<file path="src/rtl/bcd_para_binario.sv">
// Sequential BCD-to-binary converter: four BCD digits plus sign become a 32-bit
// two's-complement word using reverse double-dabble, one shift per clock.
module bcd_para_binario (
    input  logic        clock,
    input  logic        reset,
    input  logic        start,
    input  logic        sinal,
    input  logic [3:0]  milhar,
    input  logic [3:0]  centena,
    input  logic [3:0]  dezena,
    input  logic [3:0]  unidade,
    output logic [31:0] numero,
    output logic        pronto,
    output logic        ocupado,
    output logic        erro
);

    typedef enum logic [1:0] {
        OCIOSO   = 2'd0,
        CONVERTE = 2'd1,
        SINAL    = 2'd2
    } estado_t;

    estado_t     estado, estado_next;
    logic [15:0] bcd, bcd_next;
    logic [15:0] bin, bin_next;
    logic [4:0]  cont, cont_next;
    logic        sinal_r, sinal_r_next;
    logic [31:0] numero_next;
    logic        pronto_next;
    logic        erro_next;

    logic        digitos_validos;
    logic [31:0] deslocado;
    logic [15:0] bcd_ajustado;
    logic [31:0] magnitude;

    // After a right shift a nibble >= 8 means a "10" crossed into it; subtracting 3 undoes the carry weighting.
    function automatic logic [3:0] ajusta(input logic [3:0] n);
        return (n >= 4'd8) ? (n - 4'd3) : n;
    endfunction

    assign digitos_validos = (milhar <= 4'd9) && (centena <= 4'd9) &&
                             (dezena <= 4'd9) && (unidade <= 4'd9);

    assign deslocado    = {bcd, bin} >> 1;
    assign bcd_ajustado = {ajusta(deslocado[31:28]), ajusta(deslocado[27:24]),
                           ajusta(deslocado[23:20]), ajusta(deslocado[19:16])};
    assign magnitude    = {16'd0, bin};

    always_comb begin
        estado_next  = estado;
        bcd_next     = bcd;
        bin_next     = bin;
        cont_next    = cont;
        sinal_r_next = sinal_r;
        numero_next  = numero;
        erro_next    = erro;
        pronto_next  = 1'b0;

        unique case (estado)
            OCIOSO: begin
                if (start) begin
                    if (digitos_validos) begin
                        bcd_next     = {milhar, centena, dezena, unidade};
                        bin_next     = 16'd0;
                        cont_next    = 5'd0;
                        sinal_r_next = sinal;
                        erro_next    = 1'b0;
                        estado_next  = CONVERTE;
                    end else begin
                        numero_next = 32'd0;
                        erro_next   = 1'b1;
                        pronto_next = 1'b1;
                    end
                end
            end
            CONVERTE: begin
                bcd_next  = bcd_ajustado;
                bin_next  = deslocado[15:0];
                cont_next = cont + 5'd1;
                if (cont == 5'd15) begin
                    estado_next = SINAL;
                end
            end
            SINAL: begin
                numero_next = sinal_r ? (32'd0 - magnitude) : magnitude;
                pronto_next = 1'b1;
                estado_next = OCIOSO;
            end
            default: begin
                estado_next = OCIOSO;
            end
        endcase
    end

    always_ff @(posedge clock) begin
        if (reset) begin
            estado  <= OCIOSO;
            bcd     <= 16'd0;
            bin     <= 16'd0;
            cont    <= 5'd0;
            sinal_r <= 1'b0;
            numero  <= 32'd0;
            pronto  <= 1'b0;
            erro    <= 1'b0;
        end else begin
            estado  <= estado_next;
            bcd     <= bcd_next;
            bin     <= bin_next;
            cont    <= cont_next;
            sinal_r <= sinal_r_next;
            numero  <= numero_next;
            pronto  <= pronto_next;
            erro    <= erro_next;
        end
    end

    assign ocupado = (estado != OCIOSO);

endmodule

</file>
<file path="config.mk">
export PLATFORM = sky130hd
export DESIGN_NAME = bcd_para_binario
export DESIGN_NICKNAME = d
export VERILOG_FILES = /design/src/rtl/bcd_para_binario.sv
export SDC_FILE = /design/constraint.sdc
export NUM_CORES = 1
export LEC_CHECK = 0
export ABC_CLOCK_PERIOD_IN_PS = 3400
export CAP_MARGIN = 20
export CORE_UTILIZATION = 56
export CTS_CLUSTER_SIZE = 8
export DETAILED_ROUTE_END_ITERATION = 8
export PLACE_DENSITY = 0.92
export SLEW_MARGIN = 20
export SYNTH_ARGS = -nofsm -noshare
export SYNTH_HDL_FRONTEND = slang
export SYNTH_SLANG_ARGS = --single-unit
</file>
<file path="constraint.sdc">
create_clock -name clock -period 3.4 [get_ports clock]
set_input_delay 0.68 -clock clock [delete_from_list [all_inputs] [get_ports clock]]
set_output_delay 0.68 -clock clock [all_outputs]
set_load 0.05 [all_outputs]
</file>
==> out/metrics.cfg, run 1 <==
[floorplanning]
ioPinCount = 55
core_sq_mm = 0.00517
die_h_microns = 75.7
chipWidth_microns = 75.7
rows = 26
die_area_sq_mm = 0.00573
initial_utilization = 0.588

[clock_tree]
cts_buffers = 9
clockRootBuffer = clkbuf_8
clock_latency_ns = 0.34
cts_max_level = 3
clk_path_buf_depth = 2
cts-resized-gates = 0
clock_sinks = 59
clkTransAtPathRegs_ns = 0.07
cts_tree = yes
hold_buffers = 0
postCtsSetupRepairBufs = 0

[placed_design]
gp_congestion = 0.876
dpl_cell_area_sq_mm = 0.00351
io_buffers = 54
pre_cts_slack_ns = 0.525
numPlacedInstances = 450
dp_hpwl_mm = 4.64

[sta]
fin_crit_ns = 2.77
fmax_mhz = 361
worst_pin_slew_ns = 0.755
fin_crit_sh = 0.816
tns_ns = 0
holdWs_ns = 0.470
grt_setup_unrepaired = no
max_slew_margin = 0.497
setup_viol = 0
finalHoldViolCount = 0
slew_viol_final = 0
fin_skew_ns = 0.00669
setup_slack_ns = 0.627

[cells_and_area]
nFillCells = 384
drive_gt1_frac = 0.101
final_nets = 420
finalInstanceArea_sq_mm = 0.00369
layout_commonest_cell = dfxtp_1
instances_no_fill = 466
antenna_cells = 0
multi_input_area_sq_mm = 0.00161
syn2layout_area_growth_pct = 21.4
seq_area_sq_mm = 0.00118
utilization = 0.713
final_cell_mix = 59 x dfxtp_1, 54 x clkdlybuf4s50_1, 35 x nand2_1

[synthesis]
async_flop_share = 0
synth_edf_count = 0
synth_cell_types = 46
synth_area_sq_mm = 0.00304
syn_avg_cell_area_sq_um = 8.44
ys_seq_area_frac = 0.389
synthesis.instances = 360
syn-num-nets = 389
ys_seq_elements = 59
ys_warn_count = 0
synth-main-ff-cell = dfxtp_1

[run]
cap_violations = 0

[worst_setup_path]
required_ns = 2.72
critPathCaptureType = output pin
crit_arrival_ns = 2.09
cp_max_fo = 17
worst-setup-path-type = reg2out
worstSetupStartpointType = register

[grt]
first_global_vias = 2542
antenna_found_initial = 0
grt_first_pass_wirelength_mm = 11.3
grtUsageTotal = 0.266
grt_remaining_overflow = 0
grt_max_degree = 32

[route]
firstDrtPassIters = 4
avgViaCountPerCell = 5.85
via_count = 2724
wirelength_mm = 6.70
drtIter0Drc = 199
drtAntennaViolNets = 0
routedWlPerCell_microns = 14.4
route.detailed.drc = 0

[min_path]
hold_path.class = reg2reg

[run_status]
status = completed

[power_and_ir_drop]
p_leak_nw = 1.37
power.density_mw_per_mm2 = 395
ir_drop_mv = 0.280
finalPower_mw = 1.46

where the power goes:
part | internal [mW] | leakage [nW] | switching [mW]
combinational | 0.0670 | 0.803 | 0.0807
clock | 0.301 | 0.0884 | 0.276
sequential | 0.709 | 0.478 | 0.0221
layout make-up:
cell class | instances | area share
sequential | 59 | 0.320
clock buffer | 12 | 0.0421
multi-input combinational | 250 | 0.435
inverter | 9 | 0.00916
clock inverter | 4 | 0.00678
tap | 70 | 0.0237
timing repair buffer | 62 | 0.163
worst paths after layout:
kind	to	depth (start not counted)	start	slack [ns]
worst max-delay path	ocupado	2	estado[1]	0.63
worst min-delay path	numero[7]	1	numero[7]	0.47
worst max register to register	bcd[7]	4	estado[1]	1.16
worst min register to register	numero[7]	1	numero[7]	0.47
synthesized netlist by cell type, types with 7 or more instances:
library cell / count / area (sq um)
nor4_1: 14 / 87.6
a21oi_1: 17 / 85.1
ha_1: 9 / 113
nand2b_1: 7 / 43.8
buf_4: 15 / 113
nand2_1: 35 / 131
dfxtp_1: 59 / 1180
o21ai_0: 9 / 45.0
clkbuf_1: 25 / 93.8
nor3_1: 28 / 140
a22o_1: 10 / 87.6
xnor2_1: 13 / 114
nor2_1: 27 / 101
nand3_1: 13 / 65.1
inv_1: 9 / 33.8
xor2_1: 8 / 70.1
registers in the layout (all words and copies together), names as in the netlist:
name / count
bcd: 16
bin: 16
cont: 5
erro: 1
estado: 2
numero: 17
pronto: 1
sinal_r: 1
layer usage:
metal / vias to the layer above / track usage / wire (microns)
li1: 1322 / - / -
met1: 1279 / 0.318 / 2890
met2: 101 / 0.451 / 3310
met3: 22 / 0.0450 / 314
met4: 0 / 0.154 / 187
met5: - / 0 / 0
cell families after synthesis:
| family | after synthesis | share of synthesized area |
|---|---|---|
| multiplexers | 6 | 0.0210 |
| adder cells (fa/ha/maj) | 9 | 0.0371 |
| buffers and inverters | 51 | 0.0840 |
| flip-flops | 59 | 0.389 |
| AO/OA/AOI/OAI | 68 | 0.167 |
| XOR/XNOR | 21 | 0.0605 |
| AND/OR/NAND/NOR | 146 | 0.242 |
critical path: stages (launching register included):
cell and delay [ns]:
dfxtp_1 0.74, or2_2 0.22, clkdlybuf4s50_1 0.80
Power figures use the tool's default switching activity.
==> inputs of run 2 (changes only) <==
--- a/config.mk
+++ b/config.mk
@@ -5,12 +5,12 @@
 export SDC_FILE = /design/constraint.sdc
 export NUM_CORES = 1
 export LEC_CHECK = 0
-export ABC_CLOCK_PERIOD_IN_PS = 3400
+export ABC_CLOCK_PERIOD_IN_PS = 2500
 export CAP_MARGIN = 20
-export CORE_UTILIZATION = 56
+export CORE_UTILIZATION = 47
 export CTS_CLUSTER_SIZE = 8
 export DETAILED_ROUTE_END_ITERATION = 8
-export PLACE_DENSITY = 0.92
+export PLACE_DENSITY = 0.84
 export SLEW_MARGIN = 20
 export SYNTH_ARGS = -nofsm -noshare
 export SYNTH_HDL_FRONTEND = slang
==> constraint.sdc (replaced) <==
create_clock -name clock -period 2.5 [get_ports clock]
set_input_delay 0.5 -clock clock [delete_from_list [all_inputs] [get_ports clock]]
set_output_delay 0.5 -clock clock [all_outputs]
set_load 0.05 [all_outputs]
==> run 2 against run 1 <==
Net effect: worst setup slack worse by 0.44 ns; via count is 0.70% lower; combinational power is 41% higher; power is 41% higher; first-iteration DRC count is 9.0% lower; cell count is 1.7% higher; sequential power is 36% higher; clock skew is 0.0034 ns higher; utilization is 9.3 points lower; critical path depth is 1 lower; die area is 19% higher; highest routed layer unchanged.
==> out/metrics.cfg, run 2 (same netlist as run 1, synthesis figures left out) <==
[run_status]
status = completed

[sta]
fin_skew_ns = 0.0101  ; +0.00344 ns
slew_viol_final = 0  ; unchanged
tns_ns = 0  ; unchanged
setup_slack_ns = 0.184  ; -0.443 ns
holdWs_ns = 0.465  ; -0.00489 ns
fmax_mhz = 432
worst_pin_slew_ns = 0.730  ; -0.0250 ns
grt_setup_unrepaired = no
finalHoldViolCount = 0  ; unchanged
setup_viol = 0  ; unchanged
fin_crit_sh = 0.926
fin_crit_ns = 2.32
max_slew_margin = 0.511  ; +0.0145

[worst_setup_path]
required_ns = 2.00  ; -0.72 ns
cpPeakStageDelay_ns = 0.89  ; +0.09 ns
regToRegStartpoint = estado[1]
reg2regPathDepth = 5  ; +1
crit_cells = 1  ; -1
crit_arrival_ns = 1.82  ; -0.27 ns
cp_max_fo = 17  ; unchanged
crit_buf_inv = 1  ; unchanged
r2r_slack_ns = 0.52  ; -0.64 ns
worst-setup-path-type = reg2out
crit_chain = clkdlybuf4s50_1
critPathCaptureType = output pin
worstSetupStartpointType = register
worstSetupEndpoint = numero[23]
rr_endpoint = bcd[11]
critPathLaunch = numero[30]
cp_top_family = buffers and inverters
cp_slowest_cell = clkdlybuf4s50_1

[cells_and_area]
instances_no_fill = 474  ; +1.7%
largest_reg_flops = 17  ; unchanged
final_cell_mix = 59 x dfxtp_1, 53 x clkdlybuf4s50_1, 35 x nand2_1
top_regs = numero: 17 flops, bcd: 16 flops, bin: 16 flops
final_nets = 424  ; +0.95%
antenna_cells = 0  ; unchanged
layout_commonest_cell = dfxtp_1
drive_gt1_frac = 0.113  ; +0.0118
syn2layout_area_growth_pct = 23.7
top_register = numero

[placed_design]
dp_hpwl_mm = 4.67  ; +0.66%
pre_cts_slack_ns = 0.104  ; -0.421 ns
io_buffers = 54  ; unchanged
numPlacedInstances = 459  ; +2.0%
gp_congestion = 0.866  ; -1.1%

[floorplanning]
die_h_microns = 82.4  ; +8.9%
ioPinCount = 55  ; unchanged
initial_utilization = 0.501  ; -0.0861
die_area_sq_mm = 0.00679  ; +19%
chipWidth_microns = 82.4  ; +8.9%
core_sq_mm = 0.00606  ; +17%
rows = 28  ; +7.7%

[grt]
grtUsageTotal = 0.218  ; -0.0483
first_global_vias = 2481  ; -2.4%
antenna_found_initial = 0  ; unchanged
grt_max_degree = 42  ; +31%
grt_remaining_overflow = 0  ; unchanged
grt_first_pass_wirelength_mm = 11.1  ; -1.7%

[route]
route.detailed.drc = 0  ; unchanged
routedWlPerCell_microns = 14.4  ; about the same
firstDrtPassIters = 4  ; unchanged
drtAntennaViolNets = 0  ; unchanged
wirelength_mm = 6.81  ; +1.7%
drtIter0Drc = 181  ; -9.0%
avgViaCountPerCell = 5.71  ; -2.4%
via_count = 2705  ; -0.70%

[clock_tree]
cts_buffers = 9  ; unchanged
cts_max_level = 3  ; unchanged
clock_sinks = 59  ; unchanged
clockRootBuffer = clkbuf_8
clk_path_buf_depth = 2  ; unchanged
cts_tree = yes
postCtsSetupRepairBufs = 0  ; unchanged
cts-resized-gates = 0  ; unchanged
clkTransAtPathRegs_ns = 0.07  ; about the same
hold_buffers = 0  ; unchanged
clock_latency_ns = 0.34  ; about the same

[power_and_ir_drop]
ir_drop_mv = 0.310  ; +11%
finalPower_mw = 2.05  ; +41%
power.density_mw_per_mm2 = 546  ; +38%
p_leak_nw = 1.41  ; +3.1%

[min_path]
hold_path.class = reg2reg

[run]
cap_violations = 0  ; unchanged

==> run 2: cell types whose count changed in the layout (fill, tap and decap cells not counted) <==
cell	previous run	this run
buf_12	0	2
bufinv_16	0	1
clkinvlp_4	2	0
clkdlybuf4s50_1	54	53
clkbuf_1	1	0
clkinv_4	0	1
clkinv_2	2	3
clkbuf_8	11	10
buf_4	8	11
==> run 2: metrics by stage <==
step | util | instance area (sq um)
floorplan | - | 3040
global route | 0.620 | 3760
CTS | 0.620 | 3760
finish | 0.620 | 3760
global placement | 0.589 | 3570
detailed placement | 0.589 | 3570
==> run 2: power by group <==
| part | internal, mW | switching (mW) | leakage (nW) | total [mW] |
|---|---|---|---|---|
| combinational | 0.0976 | 0.111 | 0.832 | 0.209 |
| sequential | 0.965 | 0.0288 | 0.478 | 0.994 |
| clock | 0.478 | 0.372 | 0.102 | 0.849 |
==> run 2: final cells by class <==
type,count,area (sq um)
Multi-Input combinational cell,250,1610
Clock inverter,5,53.8
Clock buffer,10,138
Tap cell,75,93.8
Timing Repair Buffer,66,653
Fill cell,529,2300
Inverter,9,33.8
Sequential cell,59,1180
==> run 2: worst min path at each step <==
| stage | depth (start not counted) | slack (ns) | to | startpoint |
|---|---|---|---|---|
| 6_report | 1 | 0.47 | numero[6] | numero[6] |
| 2_1_floorplan | 2 | 0.46 | bcd[15] | bcd[15] |
| 4_1_cts | 1 | 0.47 | numero[6] | numero[6] |
| 3_3_place_gp | 1 | 0.45 | numero[6] | numero[6] |
| 5_1_grt | 1 | 0.49 | numero[0] | numero[0] |
| 3_5_place_dp | 1 | 0.45 | numero[7] | numero[7] |
==> run 2: routing by layer <==
| layer | up-vias | GRT usage | routed length, microns |
|---|---|---|---|
| li1 | 1335 | - | - |
| met1 | 1270 | 0.243 | 2910 |
| met2 | 88 | 0.391 | 3420 |
| met3 | 12 | 0.0527 | 350 |
| met4 | 0 | 0.0947 | 131 |
| met5 | - | 0 | 0 |
